--- src/rtl/phys_reg_free_list.sv ---
// Physical-register free list with the committed (retirement) rename map.
// Rename allocates up to two PRs per cycle from head. ROB retirement pushes
// the displaced PR at tail, advances commit_head, and updates the committed
// map. A flush rewinds head to the committed point, which reclaims every
// speculatively allocated PR in one step.
//
// Handshake: alloc_req is a per-slot request held by rename for the cycle;
// alloc_grant answers in the same cycle and is either exactly alloc_req or
// 2'b00. A slot owns the PR on its alloc_phy output only when its grant bit
// is set. There is no partial grant and no back-pressure on retirement.
module phys_reg_free_list #(
  parameter int NUM_PHY   = 64,
  parameter int PHY_WIDTH = 6,
  parameter int NUM_ARCH  = 32,
  parameter int FL_DEPTH  = 32,
  parameter int PTR_W     = 5
) (
  input  logic                          clk,
  input  logic                          rst,
  input  logic                          flush,
  input  logic [1:0]                    alloc_req,
  output logic [1:0]                    alloc_grant,
  output logic [PHY_WIDTH-1:0]          alloc_phy_0,
  output logic [PHY_WIDTH-1:0]          alloc_phy_1,
  input  logic                          retire_pr_valid,
  input  logic [4:0]                    rd_arch_commit,
  input  logic [PHY_WIDTH-1:0]          rd_phy_old_commit,
  input  logic [PHY_WIDTH-1:0]          rd_phy_new_commit,
  output logic [PTR_W:0]                free_count,
  output logic                          fl_empty,
  output logic [NUM_ARCH*PHY_WIDTH-1:0] committed_map_flat
);

  // Free-list storage and the committed arch->phys map.
  logic [PHY_WIDTH-1:0] fl   [FL_DEPTH];
  logic [PHY_WIDTH-1:0] cmap [NUM_ARCH];

  // Pointers carry one wrap bit above the index so full and empty differ.
  logic [PTR_W:0]   head;
  logic [PTR_W:0]   tail;
  logic [PTR_W:0]   commit_head;

  logic [1:0]       need;
  logic [PTR_W:0]   need_ext;
  logic             ok;
  logic             ret;
  logic [PTR_W-1:0] head_idx;
  logic [PTR_W-1:0] head_idx_nxt;

  // The physical register file size must cover the architectural set plus
  // the free list; a mismatch is a configuration error.
  if (NUM_PHY != NUM_ARCH + FL_DEPTH) begin : g_bad_cfg
    $error("phys_reg_free_list: NUM_PHY must equal NUM_ARCH + FL_DEPTH");
  end

  assign free_count = tail - head;
  assign fl_empty   = (free_count == '0);

  // Retire to x0 never had an allocation behind it, so it is dropped.
  assign ret = retire_pr_valid && (rd_arch_commit != 5'd0);

  // Allocation decision and PR selection, all in the request cycle.
  always_comb begin
    need         = {1'b0, alloc_req[0]} + {1'b0, alloc_req[1]};
    need_ext     = {{(PTR_W-1){1'b0}}, need};
    ok           = !flush && (free_count >= need_ext);
    alloc_grant  = ok ? alloc_req : 2'b00;
    head_idx     = head[PTR_W-1:0];
    head_idx_nxt = head_idx + 1'b1;
    alloc_phy_0  = fl[head_idx];
    // A lone slot-1 request takes the head entry; otherwise slot 1 gets
    // the entry after slot 0 so program order is kept.
    alloc_phy_1  = (alloc_req == 2'b10) ? fl[head_idx] : fl[head_idx_nxt];
  end

  // Pointer, free-list and committed-map update; rst clears everything.
  always_ff @(posedge clk or posedge rst) begin
    if (rst) begin
      for (int i = 0; i < FL_DEPTH; i++) begin
        fl[i] <= PHY_WIDTH'(NUM_ARCH + i);
      end
      for (int i = 0; i < NUM_ARCH; i++) begin
        cmap[i] <= PHY_WIDTH'(i);
      end
      head        <= '0;
      commit_head <= '0;
      tail        <= (PTR_W+1)'(FL_DEPTH);
    end else begin
      if (ret) begin
        fl[tail[PTR_W-1:0]]  <= rd_phy_old_commit;
        tail                 <= tail + 1'b1;
        commit_head          <= commit_head + 1'b1;
        cmap[rd_arch_commit] <= rd_phy_new_commit;
      end
      // Flush rewinds to the committed point including this cycle's retire.
      if (flush) begin
        head <= commit_head + {{PTR_W{1'b0}}, ret};
      end else if (ok) begin
        head <= head + need_ext;
      end
    end
  end

  // Flatten the committed map for RAT recovery.
  for (genvar g = 0; g < NUM_ARCH; g++) begin : g_cmap_flat
    assign committed_map_flat[g*PHY_WIDTH +: PHY_WIDTH] = cmap[g];
  end

  // A full free list means nothing is allocated and uncommitted, so a
  // retire there would overflow the list.
  a_no_overflow_retire : assert property (
    @(posedge clk) disable iff (rst)
    !(ret && (free_count == (PTR_W+1)'(FL_DEPTH)))
  );

endmodule

--- config.mk ---
export PLATFORM = sky130hd
export DESIGN_NAME = phys_reg_free_list
export DESIGN_NICKNAME = d
export VERILOG_FILES = /design/src/rtl/phys_reg_free_list.sv
export SDC_FILE = /design/constraint.sdc
export NUM_CORES = 1
export LEC_CHECK = 0
export CAP_MARGIN = 15
export CORE_MARGIN = 10
export CORE_UTILIZATION = 45
export DETAILED_ROUTE_END_ITERATION = 7
export DONT_BUFFER_PORTS = 1
export PLACE_DENSITY = 0.68
export SLEW_MARGIN = 20
export SYNTH_ARGS = -nofsm -noshare
export SYNTH_HDL_FRONTEND = slang
export SYNTH_SLANG_ARGS = --single-unit
--- constraint.sdc ---
create_clock -name clk -period 34.5 [get_ports clk]
set_input_delay 6.9 -clock clk [delete_from_list [all_inputs] [get_ports clk]]
set_output_delay 6.9 -clock clk [all_outputs]
set_load 0.05 [all_outputs]
# Word level (Yosys, flattened, before mapping)

Index checks and enable logic that the tools add are counted.

Magnitude comparators: 7
Mux-type cells: 16
Eq/ne operators: 1
Add/subtract/negate cells: 7
Bitwise operators: 4
Reductions and logical operators: 8

Operators by type and width:

| kind                                                                  | number |
|---|---|
| 192-bit bitwise mux                                                   | 2 |
| 6-bit binary-select mux with 5-bit select                             | 2 |
| 6-bit demux with 5-bit select                                         | 2 |
| 6-bit 2-to-1 mux                                                      | 9 |
| 6-bit >= comparator (second input constant)                           | 4 |
| 5-bit inverter with 6-bit output                                      | 4 |
| 6-bit by 1-bit adder with 6-bit output (second input constant)        | 2 |
| 6-bit by 1-bit < comparator with 1-bit output (second input constant) | 2 |
| 6-bit by 1-bit adder with 6-bit output                                | 1 |
| 6-bit by 2-bit adder with 6-bit output                                | 1 |
| 6-bit by 2-bit >= comparator with 1-bit output                        | 1 |
| 6-bit zero test                                                       | 1 |
| 6-bit subtractor                                                      | 1 |
| 5-bit by 1-bit adder with 5-bit output (second input constant)        | 1 |
| 5-bit nonzero test                                                    | 1 |
| 1-bit logical AND                                                     | 4 |
| 1-bit by 1-bit adder with 2-bit output                                | 1 |
| 2-bit == test (second input constant)                                 | 1 |
| 2-bit 2-to-1 mux                                                      | 1 |
| 2-bit nonzero test                                                    | 1 |
| 1-bit zero test                                                       | 1 |

Word-level logic and storage cells: 110
Output and inout port bits: 213
Input bits: 23
Flip-flop bits (word level): 402

# Depth between registers and ports, before layout

Depth in word-level cells: 6
Gate-level depth with buffers: 11
Gate-level depth less buffers: 11

# Worst setup path after synthesis

OpenSTA, ideal clock, no wires.

Kind: input -> output
From: input alloc_req[0]
To: output alloc_grant[0]
Arrival: 8851 ps
Cell stages on the path: 7
Data required time: 27600 ps
Path buffers: 0
Slack: 18749 ps
Cells stage by stage: inv_1 > ha_1 > inv_1 > ha_1 > nand2b_1 > a21oi_1 > a211oi_1

Cells in the longest elaborated chain, start to end: 4

RTL lines:

| what                                           | line | text |
|---|---|---|
| start, declared                                | 21   | `input logic [1:0] alloc_req,` |
| 1-bit by 1-bit adder with 2-bit output         | 64   | `need = {1'b0, alloc_req[0]} + {1'b0, alloc_req[1]};` |
| 6-bit by 2-bit >= comparator with 1-bit output | 66   | `ok = !flush && (free_count >= need_ext);` |
| 1-bit logical AND                              | 66   |  |
| 2-bit 2-to-1 mux *                             | 67   | `alloc_grant = ok ? alloc_req : 2'b00;` |
| end, declared                                  | 22   | `output logic [1:0] alloc_grant,` |

Mark *: on every way between the ends. The rest lies on a longest branch, timed or not.

# Worst setup path after layout

From: input alloc_req[0]
To: output alloc_phy_1[5]

Cells in the longest elaborated chain, start to end: 2

RTL lines:

| what             | line | text |
|---|---|---|
| 2-bit == test    | 73   | `alloc_phy_1 = (alloc_req == 2'b10) ? fl[head_idx] : fl[head_idx_nxt];` |
| 6-bit 2-to-1 mux | 73   |  |
| end, declared    | 24   | `output logic [PHY_WIDTH-1:0] alloc_phy_1,` |

No other way between the ends.

==> flow_summary.yaml <==
outcome:
  status: "completed"
timing:
  fin_skew_ps: 20.6
  worst_pin_slew_ps: 899
  report.final.slew_viol_count: 0
  fin_setup_tns_ps: 0
  max_slew_margin: 0.400
  post-route-min-period_ps: 15580
  rsz0062_at_grt: "no"
  finalCritPeriodShare: 0.452
  fin_ws_ps: 18920
  finalHoldViolCount: 0
  hold_ws_ps: 487
  finalSetupViolCount: 0
  max_freq_mhz: 64.2
detailed_routing:
  route.final.wire_length_um: 50500
  vias: 11549
  wire_per_inst_um: 25.9
  vias_per_cell: 5.93
  route.detailed.drc: 0
  drt-initial-drc-count: 765
  ant_nets: 0
  drt_pre_antenna_iters: 5
finish:
  nNetsFinal: 1372
  final_area_mm2: 0.0214
  num_antenna_cells: 0
  fillers: 3723
  areaGrowthSynthToFinish_pct: 9.23
  drive_gt1_frac: 0.534
  postLayoutCoreUtil: 0.497
min_path:
  hp-class: "reg2reg"
clocking:
  clock_insertion_delay_worst_skew_ps: 580
  cts-htree-levels: 2
  cts.path.max_buffers: 3
  cts_made_buffers: 44
  cts.clk_slew.worst_paths_ps: 50
  cts_setup_buffers: 0
  cts_hold_buf: 0
  cts.sinks: 402
  cts_tree: "done"
  post_cts_resized: 0
  cts_root_buf: "clkbuf_16"
worst_setup_path:
  critPathKind: "in2out"
  critPathLaunchType: "input pin"
  r2r_slack_ps: 30950
  cp.arrival_ps: 8680
  required_ps: 27600
  worstPathMaxFanout: 8
  critPathCaptureType: "output pin"
synthesis:
  syn_nets: 1406
  ys_ff_latch: 402
  ys_types: 53
  synth.top_cells.by_area: "dfrtp_1 (27%), dfstp_2 (26%), mux2_2 (22%)"
  yosysWarnings: 0
  synth_top_area_cell: "dfrtp_1"
  synth_top_flop_cell: "dfrtp_1"
  synth_top_area_share: 0.267
  syn_area_mm2: 0.0196
  seq_area_frac_synth: 0.526
  synth_edf_count: 0
  postSynth.asyncResetShare: 1.00
  avgSynthCellArea_um2: 14.4
  synthCells: 1362
global_route:
  gr-usage-met1: 0.216
  grt_use_met2: 0.318
  met3_usage: 0.0753
  grt_pass1_wl_um: 77400
  antenna_found_initial: 0
  busiest_layer: "met2"
  grt_pass1_vias: 12261
  track_usage: 0.191
  grt_start_max_net_pins: 128
  overflow: 0
floorplan:
  die_x_um: 229
  boundaryPins: 236
  die_area_mm2: 0.0523
  die_y_um: 229
  core_mm2: 0.0431
  initial_core_util: 0.455
  fp-row-count: 76
power:
  p_leak_nw: 9.21
  ir_worst_vdd_v: 0.0000735
  power.density_mw_per_mm2: 105
flow_run:
  drv_cap: 0
place:
  place_area_mm2: 0.0200
  place_congestion: 0.803
  pre_cts_ws_ps: 18780
  dp_hpwl_um: 34000
  port_buffers: 0
## per-layer routing
metal	routed length [µm]	vias to the layer above
met2	25000	372
met1	19000	6144
met3	4730	107
li1	-	4926
met4	1770	0
met5	0	-
## report_power, final
part | internal (mW) | leakage (nW) | switching [mW] | total [mW]
Clock | 0.262 | 0.685 | 0.193 | 0.455
Combinational | 0.368 | 3.84 | 0.472 | 0.840
Sequential | 0.664 | 4.69 | 0.291 | 0.955
Total | 1.29 | 9.21 | 0.957 | 2.25
## critical path, stage by stage
cell      delay (ps)
inv_1             70
ha_1             480
nor2b_1          220
a222oi_1         600
inv_1            400
## sequential cells by signal, summed over array words and instances, names as in the netlist
register,flops
commit_head,6
fl,192
head,6
tail,6
committed_map_flat,192
## worst paths after layout
path                                                 start                            endpoint  cells past startpoint
worst max-delay path                          alloc_req[0]                      alloc_phy_1[5]                      5
worst min-delay path            commit_head[5]$_DFFE_PP0P_          commit_head[5]$_DFFE_PP0P_                      1
worst max register to register         head[0]$_DFFE_PP0P_                 head[4]$_DFFE_PP0P_                      9
worst min register to register  commit_head[5]$_DFFE_PP0P_          commit_head[5]$_DFFE_PP0P_                      1
max in group asynchronous                              rst  committed_map_flat[89]$_DFFE_PP0P_                      3
min in group asynchronous                              rst  committed_map_flat[59]$_DFFE_PP0P_                      1
## cells in the final DEF (no fill, tap or decap), types with 6 or more instances in the layout
cell and n:
a22oi_1 13, a21oi_1 29, dfstp_2 193, nand3_2 6
nor2b_1 17, mux4_1 18, clkbuf_16 45, a211oi_1 13
dfrtp_1 208, nor3b_1 7, clkbuf_1 18, nand3_1 22
ha_1 18, mux2_2 379, nand4_1 6, clkbuf_8 9
xnor2_1 9, and2_1 8, mux2i_1 62, xor2_1 8
nor3_1 6, a222oi_1 6, inv_1 21, nand2_1 80
buf_4 14, mux4_2 60, nor2_1 28
## cells in the mapped netlist, types with 3 or more instances
cell type / count
or3_1: 3
a22oi_1: 13
xnor2_1: 11
nand4_1: 6
nand3_2: 6
buf_2: 12
dfrtp_1: 209
buf_1: 5
nand2b_1: 3
a21oi_1: 29
a222oi_1: 6
ha_1: 19
nor3_1: 7
nor3b_1: 7
nor2_1: 28
buf_4: 3
nor2b_1: 17
or2_2: 3
a21o_1: 4
mux4_1: 18
mux2i_1: 62
dfstp_2: 193
nand3_1: 22
mux4_2: 60
and3_1: 4
clkbuf_1: 64
mux2_2: 379
clkbuf_8: 6
o21ai_0: 4
inv_1: 22
xor2_1: 8
nand2_1: 80
nand3b_1: 3
a211oi_1: 15
and2_1: 8
## layout make-up
type	count	area [µm²]	share of cell area
flip-flops and latches	402	10300	0.482
multi-input cells	841	8740	0.409
clock buffers	72	1320	0.0616
well taps	585	732	0.0342
repair buffers	15	116	0.00544
inverters	24	97.6	0.00456
clock inverters	9	81.3	0.00380
## per-stage QoR
step	power (mW)	cells
3_5_place_dp	1.80	1867
4_1_cts	2.27	1948
6_report	2.25	1948
2_1_floorplan	1.60	1362
5_1_grt	2.36	1948
3_3_place_gp	1.78	1867
## logic make-up after synthesis
group,after synthesis,share of synthesized area
simple gates,201,0.0507
fa+ha+maj,21,0.0142
buf+inv,119,0.0298
compound gates,81,0.0278
xor+xnor,19,0.00850
flops,402,0.526
mux,519,0.343
No activity file was read; power rests on OpenSTA's default activity.
==> RTL edit (config.mk and constraints unchanged) <==
The parameter `PTR_W` goes from 5 to 6.
--- a/src/rtl/phys_reg_free_list.sv
+++ b/src/rtl/phys_reg_free_list.sv
@@ -13,7 +13,7 @@
   parameter int PHY_WIDTH = 6,
   parameter int NUM_ARCH  = 32,
   parameter int FL_DEPTH  = 32,
-  parameter int PTR_W     = 5
+  parameter int PTR_W     = 6
 ) (
   input  logic                          clk,
   input  logic                          rst,
Interface: changed (resized free_count); port bits go from 236 to 237. The function was not compared with the original's and may differ.
==> RTL edit against the unedited design <==
- sequential power is 2% higher
- total power is 4.6% higher
- critical endpoint is now alloc_phy_1[1]
- critical path type unchanged
- design area is 1.6% higher
- core utilization is 0.82 points higher
- sequential cell count is 3 higher
- first-iteration DRC count is 8.1% higher
- synthesized area is 0.13% higher
- wire length is 1.5% higher
- worst setup slack better by 0.075 ns
==> RTL edit: results (changes against the unedited design) <==
stage;metric;value;unit;change
power;Pint;1.37;mW;+6.2%
power;Leak;9.05;nW;-1.7%
synth;Syn Area/Cell;14.8;µm²;+2.6%
synth;syn nets;1374;;-2.3%
grt;pin count of the biggest net entering global routing;145;;+13%
timing;Worst Tran Pin Value;1.12;ns;+0.218 ns
grt;GR Util met2;0.312;;-0.00539
synth;post-synthesis sequential area ratio;0.529;;+0.00312
cells_and_area;comb_multi_in;808;;-3.9%
synth;most frequent cells after synthesis;mux2_2, dfrtp_1, dfstp_2;;
run_status;status;finished clean;;
placement;HPWL after DPL;35.0;mm;+3.1%
grt;total track usage;0.193;;+0.00230
routing;detailed-route via count;11500;;-0.51%
cells_and_area;Seq area share;0.477;;-0.00431
setup_path;worst r2r dst;head[3];;
grt;met1 GRT Util;0.243;;+0.0265
power;VDD IR max;0.0719;mV;-2.2%
synth;Area contributors post-synth;dfrtp_1, dfstp_2, mux2_2;;
placement;GP Congestion;0.882;;+9.8%
timing;post-route setup slack;19.00;ns;+0.0747 ns
cells_and_area;Signal buf overhead;0.00311;;-0.00233
cells_and_area;area grow syn2layout;10.9;%;
placement;Area after DPL;0.0201;mm²;+0.41%
cells_and_area;diode count;2;;+2
setup_path;reg-to-reg slack, setup;30.20;ns;-0.75 ns
timing;Layout Skew;0.0148;ns;-0.00576 ns
routing;DR iter-0 viols;827;;+8.1%
clock_tree;Num CTS Buffers;45;;+2.3%
grt;met3 Track Usage GR;0.0611;;-0.0143
grt;number of global-route vias before repair;11900;;-2.7%
setup_path;reg2reg path depth;8;;-1
cells_and_area;FILL cells;3593;;-3.5%
routing;vias per cell;5.99;;+1.0%
hold_path;HP Start;tail[6];;
synth;synth unique cells;51;;-3.8%
[RTL edit: cell count changes after synthesis, moves of 12 or more]
cell,unedited run,this run
mux4_1,18,0
nor2_1,28,43
a22oi_1,13,1
mux2i_1,62,15
nand3_1,22,10
mux4_2,60,108
[RTL edit: kinds of logic (layout without fill, tap and decap cells)]
group | count (synthesis) | in the layout | synth area share
multiplexers | 501 | 501 | 0.349
flip-flops | 405 | 405 | 0.529
AND/OR/NAND/NOR | 195 | 195 | 0.0477
buffers and inverters | 116 | 118 | 0.0251
AO/OA/AOI/OAI | 67 | 67 | 0.0241
XOR/XNOR | 23 | 23 | 0.0103
adder cells (fa/ha/maj) | 22 | 22 | 0.0148
other | 0 | 2 | 0
[RTL edit: power by group through the flow]
stage | combinational (mW) | clock, mW | sequential [mW]
floorplan | 0.720 | 0 | 0.893
global placement | 0.841 | 0 | 0.971
detailed placement | 0.854 | 0 | 0.978
CTS | 0.857 | 0.541 | 0.972
global route | 0.910 | 0.559 | 0.994
finish | 0.854 | 0.530 | 0.971
